--- src/rtl/db_prbschk_pkg.sv ---
// Shared types and helpers for the byte-wide PRBS receive checker.
// FSM encoding, default polynomial and an 8-bit popcount used for error counting.
package db_prbschk_pkg;

  typedef enum logic [1:0] {
    ST_HUNT   = 2'd0,
    ST_LOAD   = 2'd1,
    ST_VERIFY = 2'd2,
    ST_SYNC   = 2'd3
  } state_e;

  // PRBS15: x^15 + x^14 + 1
  localparam int unsigned DEF_LEN     = 15;
  localparam int unsigned DEF_HIGHEXP = 14;
  localparam int unsigned DEF_LOWEXP  = 13;

  function automatic logic [3:0] popcount8(input logic [7:0] v);
    logic [3:0] cnt;
    cnt = '0;
    for (int unsigned i = 0; i < 8; i++) begin
      cnt = cnt + 4'(v[i]);
    end
    return cnt;
  endfunction

endpackage

--- src/rtl/db_prbschk_if.sv ---
// Stream/monitor bundle between the byte receive path and the PRBS checker.
interface db_prbschk_if #(
  parameter int unsigned CNT_W = 16
) ();

  logic             ivld;
  logic [7:0]       idat;
  logic             iclr;
  logic             osync;
  logic             oerr;
  logic [CNT_W-1:0] oerrcnt;

  modport master (
    output ivld, idat, iclr,
    input  osync, oerr, oerrcnt
  );

  modport slave (
    input  ivld, idat, iclr,
    output osync, oerr, oerrcnt
  );

endinterface

--- src/rtl/db_prbsbyte_adv.sv ---
// Combinational 8-step LFSR advance; newest bit in bit 0, so byte_o[7] is the
// earliest bit generated in this byte.
module db_prbsbyte_adv #(
  parameter int unsigned LEN     = 15,
  parameter int unsigned HIGHEXP = 14,
  parameter int unsigned LOWEXP  = 13
) (
  input  logic [LEN-1:0] state_i,
  output logic [LEN-1:0] state_o,
  output logic [7:0]     byte_o
);

  logic [LEN-1:0] s;

  always_comb begin
    s = state_i;
    for (int unsigned i = 0; i < 8; i++) begin
      s = {s[LEN-2:0], s[HIGHEXP] ^ s[LOWEXP]};
    end
  end

  assign state_o = s;
  assign byte_o  = s[7:0];

endmodule

--- src/rtl/db_prbschk.sv ---
// Byte-wide PRBS checker: seeds its LFSR from two received bytes, verifies lock,
// then flywheels and counts bit errors with a saturating counter.
module db_prbschk
  import db_prbschk_pkg::*;
#(
  parameter int unsigned LEN      = DEF_LEN,
  parameter int unsigned HIGHEXP  = DEF_HIGHEXP,
  parameter int unsigned LOWEXP   = DEF_LOWEXP,
  parameter int unsigned SYNC_THR = 4,
  parameter int unsigned LOSS_THR = 3,
  parameter int unsigned CNT_W    = 16
) (
  input  logic         clk,
  input  logic         rst,
  db_prbschk_if.slave  bus_if
);

  state_e           state_q, state_d;
  logic [LEN-1:0]   lfsr_q, lfsr_d, lfsr_adv;
  logic [LEN-9:0]   hold_q, hold_d;
  logic [3:0]       goodcnt_q, goodcnt_d;
  logic [3:0]       badcnt_q, badcnt_d;
  logic             err_q, err_d;
  logic [CNT_W-1:0] cnt_q, cnt_d;

  logic [7:0]       exp_byte;
  logic [7:0]       diff;
  logic [3:0]       diff_pc;
  logic [CNT_W:0]   sum;

  db_prbsbyte_adv #(
    .LEN     (LEN),
    .HIGHEXP (HIGHEXP),
    .LOWEXP  (LOWEXP)
  ) u_adv (
    .state_i (lfsr_q),
    .state_o (lfsr_adv),
    .byte_o  (exp_byte)
  );

  assign diff    = bus_if.idat ^ exp_byte;
  assign diff_pc = popcount8(diff);
  // One extra bit catches the carry out so saturation is a single-bit test.
  assign sum     = (CNT_W+1)'(cnt_q) + (CNT_W+1)'(diff_pc);

  always_comb begin
    state_d   = state_q;
    lfsr_d    = lfsr_q;
    hold_d    = hold_q;
    goodcnt_d = goodcnt_q;
    badcnt_d  = badcnt_q;
    err_d     = 1'b0;
    cnt_d     = cnt_q;

    if (bus_if.ivld) begin
      unique case (state_q)
        ST_HUNT: begin
          hold_d  = bus_if.idat[LEN-9:0];
          state_d = ST_LOAD;
        end
        ST_LOAD: begin
          lfsr_d    = {hold_q, bus_if.idat};
          goodcnt_d = '0;
          state_d   = ST_VERIFY;
        end
        ST_VERIFY: begin
          lfsr_d = lfsr_adv;
          if (diff == '0) begin
            goodcnt_d = goodcnt_q + 4'd1;
            if (goodcnt_d == 4'(SYNC_THR)) begin
              state_d  = ST_SYNC;
              badcnt_d = '0;
            end
          end else begin
            state_d = ST_HUNT;
          end
        end
        ST_SYNC: begin
          // Flywheel: the LFSR keeps running from its own state, never from data.
          lfsr_d = lfsr_adv;
          if (diff != '0) begin
            err_d    = 1'b1;
            badcnt_d = badcnt_q + 4'd1;
            if (badcnt_d == 4'(LOSS_THR)) begin
              state_d = ST_HUNT;
            end
          end else begin
            badcnt_d = '0;
          end
        end
        default: ;
      endcase
    end

    if (bus_if.iclr) begin
      cnt_d = err_d ? CNT_W'(diff_pc) : '0;
    end else if (err_d) begin
      cnt_d = sum[CNT_W] ? '1 : sum[CNT_W-1:0];
    end
  end

  always_ff @(posedge clk) begin
    if (rst) begin
      state_q   <= ST_HUNT;
      lfsr_q    <= '0;
      hold_q    <= '0;
      goodcnt_q <= '0;
      badcnt_q  <= '0;
      err_q     <= 1'b0;
      cnt_q     <= '0;
    end else begin
      state_q   <= state_d;
      lfsr_q    <= lfsr_d;
      hold_q    <= hold_d;
      goodcnt_q <= goodcnt_d;
      badcnt_q  <= badcnt_d;
      err_q     <= err_d;
      cnt_q     <= cnt_d;
    end
  end

  assign bus_if.osync   = (state_q == ST_SYNC);
  assign bus_if.oerr    = err_q;
  assign bus_if.oerrcnt = cnt_q;

endmodule

--- src/flat_wrapper.sv ---
// flat-port wrapper written by rule: the top's interface ports become plain ports
module db_prbschk_flat import db_prbschk_pkg::*;
#(
  parameter int unsigned LEN      = DEF_LEN,
  parameter int unsigned HIGHEXP  = DEF_HIGHEXP,
  parameter int unsigned LOWEXP   = DEF_LOWEXP,
  parameter int unsigned SYNC_THR = 4,
  parameter int unsigned LOSS_THR = 3,
  parameter int unsigned CNT_W    = 16
)
  (clk, rst, bus_if_ivld, bus_if_idat, bus_if_iclr, bus_if_osync, bus_if_oerr, bus_if_oerrcnt);
  db_prbschk_if #(.CNT_W(CNT_W)) bus_if_i ();
  input  logic clk;
  input  logic rst;
  input wire logic [$bits(bus_if_i.ivld)-1:0] bus_if_ivld;
  input wire logic [$bits(bus_if_i.idat)-1:0] bus_if_idat;
  input wire logic [$bits(bus_if_i.iclr)-1:0] bus_if_iclr;
  output wire logic [$bits(bus_if_i.osync)-1:0] bus_if_osync;
  output wire logic [$bits(bus_if_i.oerr)-1:0] bus_if_oerr;
  output wire logic [$bits(bus_if_i.oerrcnt)-1:0] bus_if_oerrcnt;
  assign bus_if_i.ivld = bus_if_ivld;
  assign bus_if_i.idat = bus_if_idat;
  assign bus_if_i.iclr = bus_if_iclr;
  assign bus_if_osync = bus_if_i.osync;
  assign bus_if_oerr = bus_if_i.oerr;
  assign bus_if_oerrcnt = bus_if_i.oerrcnt;
  db_prbschk #(.LEN(LEN), .HIGHEXP(HIGHEXP), .LOWEXP(LOWEXP), .SYNC_THR(SYNC_THR), .LOSS_THR(LOSS_THR), .CNT_W(CNT_W)) u_core (.clk(clk), .rst(rst), .bus_if(bus_if_i));
endmodule
--- config.mk ---
export PLATFORM = sky130hd
export DESIGN_NAME = db_prbschk_flat
export DESIGN_NICKNAME = d
export VERILOG_FILES = /design/src/rtl/db_prbschk_pkg.sv /design/src/rtl/db_prbschk_if.sv /design/src/rtl/db_prbsbyte_adv.sv /design/src/rtl/db_prbschk.sv /design/src/flat_wrapper.sv
export SDC_FILE = /design/constraint.sdc
export NUM_CORES = 1
export LEC_CHECK = 0
export CAP_MARGIN = 20
export CORE_ASPECT_RATIO = 1.1
export CORE_MARGIN = 10
export CORE_UTILIZATION = 25
export DETAILED_ROUTE_END_ITERATION = 10
export SYNTH_ARGS = -nofsm -noshare
export SYNTH_HDL_FRONTEND = slang
export SYNTH_HIERARCHICAL = 1
export SYNTH_SLANG_ARGS = --single-unit
--- constraint.sdc ---
create_clock -name clk -period 16.4 [get_ports clk]
set_input_delay 4.1 -clock clk [delete_from_list [all_inputs] [get_ports clk]]
set_output_delay 4.1 -clock clk [all_outputs]
set_load 0.01 [all_outputs]
==> reports/results.ini, run 1 <==
[cts]
post_cts_buffers=0
cts_hold_buf=0
root_buffer=clkbuf_16
post_cts_resized=0
worstSkewPairLatency_ns=0.29
clock_path_buffers=2
clkTransAtPathRegs_ns=0.07
htreeDepth=2
tritoncts=yes
cts_buffers=5
clock-sinks=49

[grt]
antenna_found_initial=0
gr-total-overflow=0
grt_max_degree=35
use_met1_pct=10.3
gr-usage-met3_pct=2.11
use_met2_pct=12.7
grtUsageTotal_pct=7.96
grt_pass1_vias=2552
grt_pass1_wl_mm=11.9
grt_most_used_layer=met2

[critical_path]
reg2reg_slack_ns=11.24
endpoint_kind=flop
crit_slowest_cell=and4_1
cpPeakStageDelay_ns=0.58
cp_cell_sequence=clkdlybuf4s50_1 > xnor2_1 > inv_1 > fa_1 > inv_1 > fa_1 > fa_1 > inv_1 > ha_1 > fa_1 > inv_1 > fa_1 > nor2b_1 > o22a_1 > and4_1 > nor3_1 > a221oi_1
arrival_ns=9.08
crit_family=adder cells
cp-start-kind=input pin
path_max_fanout=16
path_class=in2reg
cpMostUsedCell=fa_1
ff2ff_path_depth=17
cp.depth=17
cp_num_buf_inv=5
critical_path_required_ns=16.60

[synthesis]
synthTopCellsByArea=dfxtp_1 31%, mux2i_1 7.7%, a211oi_1 4.8%, ha_1 4.8%, buf_4 4.3%
syn_area_um2=3130
yosys_warnings=6
yosysUniqueCellTypes=65
ys_seq_area_share_pct=31.4
synth_nets=383
syn_inst=354
syn_avg_cell_area_um2=8.84
ys_ff_latch=49
yosys.area.top_type=dfxtp_1
synthArstFlopShare_pct=0
synth-edff-count=0
synth_top_area_share_pct=31.4
synthFlopType=dfxtp_1

[final_layout]
fillers=1275
n_antenna_cell=0
final-instance-count-excl-fill=516
layout_common_cells=49 x dfxtp_1, 35 x nor2_1, 29 x clkdlybuf4s50_1
utilization_pct=29.4
syn2layout_area_growth_pct=14.1
drive_gt1_share_pct=7.73
layout_commonest_cell=dfxtp_1
final_net_count=390

[floorplan]
rows=42
fp.dieArea_um2=17400
core-area_um2=12100
io_pins=30
die_width_um=127
start_util_pct=25.8
die_y_um=137

[timing]
rsz0062_at_grt=false
finalMaxSlewViolations=0
hold_violations=0
fmaxAchievable_ghz=0.113
finalSetupViolCount=0
timing.final.ws_setup_ns=7.51
fin_setup_tns_ns=0
clock-skew-final_ns=0.00834
tightest_slew_ns=0.865
finalCritPeriodShare_pct=54.2
finalCriticalPeriod_ns=8.89
relSlewSlack_pct=42.0

[detailed_routing]
antenna_left=0
routed_wl_mm=6.98
drt_pass1_iterations=4
via_per_inst=4.82
vias=2488
drt_iter0_drc=165
drc_errors=0
wire_per_inst_um=13.5

[power]
power.density_nw_per_um2=99.5
ir_drop_v=0.0000473
internal_power_w=0.000232
p_clk_share_pct=28.5
p_switching_w=0.000123
power_switching_share_pct=34.5
power.share.combinational_pct=35.6
leakage_nw=1.34
p_seq_share_pct=35.9

[placed_design]
place_ws_ns=7.19
io_buffers=29
routabilityCongestion=0.780
hpwl_mm=5.20
dp_cells=508

[hold_path]
hold_depth=2
hp-class=reg2reg

[run]
cap_violations=0

[outcome]
status=finished, final reports clean

-- flip-flops by register name (all words and copies together) (netlist names) --
signal and cells:
u_core/badcnt_q 4, u_core/bus_if.oerrcnt 16, u_core/lfsr_q 15, u_core/state_q 2, u_core/goodcnt_q 4, u_core/hold_q 7, u_core/bus_if.oerr 1
-- cell families (layout without fill, tap and decap cells) --
family	Yosys count	in the layout	synth area share, %
muxes	25	25	8.04
AOI/OAI and AO/OA	78	78	18.6
xor gates and xnor gates	17	17	4.76
buffers and inverters	55	63	9.36
adders and majority gates	17	17	8.00
DFF	49	49	31.4
and+or+nand+nor	113	113	19.9
-- tightest hold or removal path: stages (launching register included) --
cell and delay, ns:
dfxtp_1 0.33, inv_1 0.06, a221oi_1 0.06
-- layer usage --
layer,share of wire [%],vias up
met1,51,1167
met4,0.60,0
met5,0,-
met3,3.9,5
met2,45,37
li1,-,1279
-- metrics by stage --
step | hold WS, ns | power (W) | instance area, um2
floorplan | 0.460 | 0.000233 | 3130
global placement | 0.475 | 0.000251 | 3430
detailed placement | 0.484 | 0.000257 | 3430
CTS | 0.506 | 0.000359 | 3570
global route | 0.531 | 0.000385 | 3570
finish | 0.497 | 0.000355 | 3570
-- Yosys cell counts (7+ instances only) --
master,instances
xor2_1,13
nand2_1,12
ha_1,12
clkbuf_1,8
and3_1,7
nand3_1,10
dfxtp_1,49
nor3_1,8
mux2i_1,24
a21oi_1,12
o21ai_0,9
nor2_1,35
a211oi_1,20
buf_4,18
inv_1,23
-- area by class of cell --
class,count,area (um2),share of cell area [%]
Sequential cell,49,981,27.5
Timing Repair Buffer,32,313,8.76
Tap cell,154,193,5.40
Inverter,23,86.3,2.42
Multi-Input combinational cell,250,1850,51.9
Clock buffer,5,125,3.51
Clock inverter,3,17.5,0.491
-- power groups by stage --
stage | registers [W] | clock network, W | logic, W
6_report | 0.000128 | 0.000101 | 0.000126
5_1_grt | 0.000128 | 0.000109 | 0.000148
4_1_cts | 0.000128 | 0.000104 | 0.000127
3_5_place_dp | 0.000130 | 0 | 0.000127
3_3_place_gp | 0.000130 | 0 | 0.000121
2_1_floorplan | 0.000129 | 0 | 0.000104
-- worst paths after layout --
path	from	end
max	bus_if_idat[0]	u_core/bus_if.oerrcnt[5]
min	u_core/bus_if.oerrcnt[7]	u_core/bus_if.oerrcnt[7]
max reg2reg	u_core/lfsr_q[7]	u_core/bus_if.oerrcnt[5]
min reg2reg	u_core/bus_if.oerrcnt[7]	u_core/bus_if.oerrcnt[7]
No activity file was read; power rests on OpenSTA's default activity.
==> run 2, diff against run 1 <==
Clock period 16.4 ns to 8 ns, I/O delays scaled along.
==> run 2 against run 1 <==
Net effect:
- combinational power increased by 110%
- via count increased by 2.5%
- largest power group unchanged
- clock power grew 110%
- cell count is the same
- first-iteration DRC count rose by 0.61%
- count of clock-buffer cells in the layout stayed put
- clock skew is 0.0018 ns lower
- hold slack hardly changed
- wire length rose by 1.3%
- largest cell class unchanged
- sequential power up 100%
- die area unchanged
==> reports/results.ini, run 2 (same netlist as run 1, synthesis figures left out) <==
[final_layout]
layout_commonest_cell=dfxtp_1
syn2layout_area_growth_pct=14.1
drive_gt1_share_pct=7.73
largest_register_ff_count=16
final_net_count=390
n_antenna_cell=0
layout_common_cells=49 x dfxtp_1, 35 x nor2_1, 29 x clkdlybuf4s50_1
finalInstanceArea_um2=3570

[floorplan]
die_width_um=127
start_util_pct=25.8
die_y_um=137
core-area_um2=12100
rows=42
io_pins=30
fp.dieArea_um2=17400

[critical_path]
arrival_ns=7.04
reg2reg_slack_ns=2.78
endpoint_kind=flop
rr_endpoint=u_core/bus_if.oerrcnt[5]
r2r-start=u_core/lfsr_q[7]
path_max_fanout=16
cp-start-kind=input pin
path_class=in2reg
critical_path_required_ns=8.19
ff2ff_path_depth=17

[timing]
tightest_slew_ns=0.875
fin_setup_tns_ns=0
fmaxAchievable_ghz=0.146
finalCriticalPeriod_ns=6.84
rsz0062_at_grt=false
timing.final.ws_setup_ns=1.16
fin_hold_ws_ns=0.498
finalCritPeriodShare_pct=85.6
finalMaxSlewViolations=0
hold_violations=0
finalSetupViolCount=0
relSlewSlack_pct=41.3
clock-skew-final_ns=0.00659

[outcome]
status=finished, final reports clean

[run]
cap_violations=0

[power]
p_clk_share_pct=28.6
leakage_nw=1.34
power.density_nw_per_um2=204
ir_drop_v=0.0000987
power_switching_share_pct=34.6
p_seq_share_pct=35.9
p_switching_w=0.000253
internal_power_w=0.000477
p_total_w=0.000729
power.share.combinational_pct=35.5

[hold_path]
hp-class=reg2reg
hold_depth=2
hold_start=u_core/bus_if.oerrcnt[7]
hold_end=u_core/bus_if.oerrcnt[7]

[detailed_routing]
antenna_left=0
drt_pass1_iterations=4
drt_iter0_drc=166
wire_per_inst_um=13.7
routed_wl_mm=7.07
drc_errors=0
vias=2551
via_per_inst=4.94

[placed_design]
io_buffers=29
placed_cell_area_um2=3430
place_ws_ns=0.871
routabilityCongestion=0.780
hpwl_mm=5.23

[cts]
cts_hold_buf=0
root_buffer=clkbuf_16
clock-sinks=49
worstSkewPairLatency_ns=0.29
post_cts_buffers=0
clkTransAtPathRegs_ns=0.07
cts_buffers=5
tritoncts=yes
clock_path_buffers=2
htreeDepth=2
post_cts_resized=0

[grt]
grt_pass1_wl_mm=12.0
grtUsageTotal_pct=8.00
gr-total-overflow=0
antenna_found_initial=0
grt_max_degree=35
grt_pass1_vias=2554

[run 2: cell counts in the layout (fill, tap and decap cells not counted)]
No cell type changed its count.
[run 2: critical path, cell delays in order]
cell	delay [ns]
clkdlybuf4s50_1	0.45
xnor2_1	0.26
inv_1	0.10
fa_1	0.53
inv_1	0.05
fa_1	0.45
fa_1	0.49
inv_1	0.04
ha_1	0.20
fa_1	0.51
inv_1	0.08
fa_1	0.41
nor2b_1	0.19
o22a_1	0.21
and4_1	0.60
nor3_1	0.16
a221oi_1	0.32
[run 2: layout make-up]
cell class	count	area, um2
timing repair buffer	32	313
fill	1277	8570
sequential	49	981
multi-input combinational	250	1850
clock buffer	5	125
clock inverter	3	17.5
tap	154	193
inverter	23	86.3
[run 2: how the worst max path moves through the flow]
stage | startpoint | to | slack (ns) | cells after the start
after global placement | bus_if_idat[0] | u_core/bus_if.oerrcnt[7] | 1.06 | 17
after detailed placement | bus_if_idat[0] | u_core/bus_if.oerrcnt[5] | 0.87 | 17
after global routing | bus_if_idat[0] | u_core/bus_if.oerrcnt[5] | 0.83 | 17
final | bus_if_idat[0] | u_core/bus_if.oerrcnt[5] | 1.16 | 17
after floorplan | bus_if_idat[0] | u_core/bus_if.oerrcnt[0] | 1.93 | 18
after CTS | bus_if_idat[0] | u_core/bus_if.oerrcnt[5] | 1.15 | 17
[run 2: power groups by stage]
stage	Clock, W	Combinational [W]	Sequential, W
final	0.000209	0.000259	0.000262
after global routing	0.000223	0.000304	0.000263
after CTS	0.000214	0.000262	0.000262
after detailed placement	0	0.000259	0.000267
after global placement	0	0.000248	0.000267
after floorplan	0	0.000214	0.000265
[run 2: routing by layer]
metal  vias up  track usage (%)  wire length (um)
met1      1219             10.2              3510
met5         -                0                 0
met4         0             2.09                34
met2        49             13.1              3220
met3         4             2.08               302
li1       1279                -                 -
[run 2: stage by stage]
stage | util (%) | std cells
4_1_cts | 29.4 | 516
5_1_grt | 29.4 | 516
3_5_place_dp | 28.2 | 508
3_3_place_gp | 28.2 | 508
2_1_floorplan | - | 354
6_report | 29.4 | 516
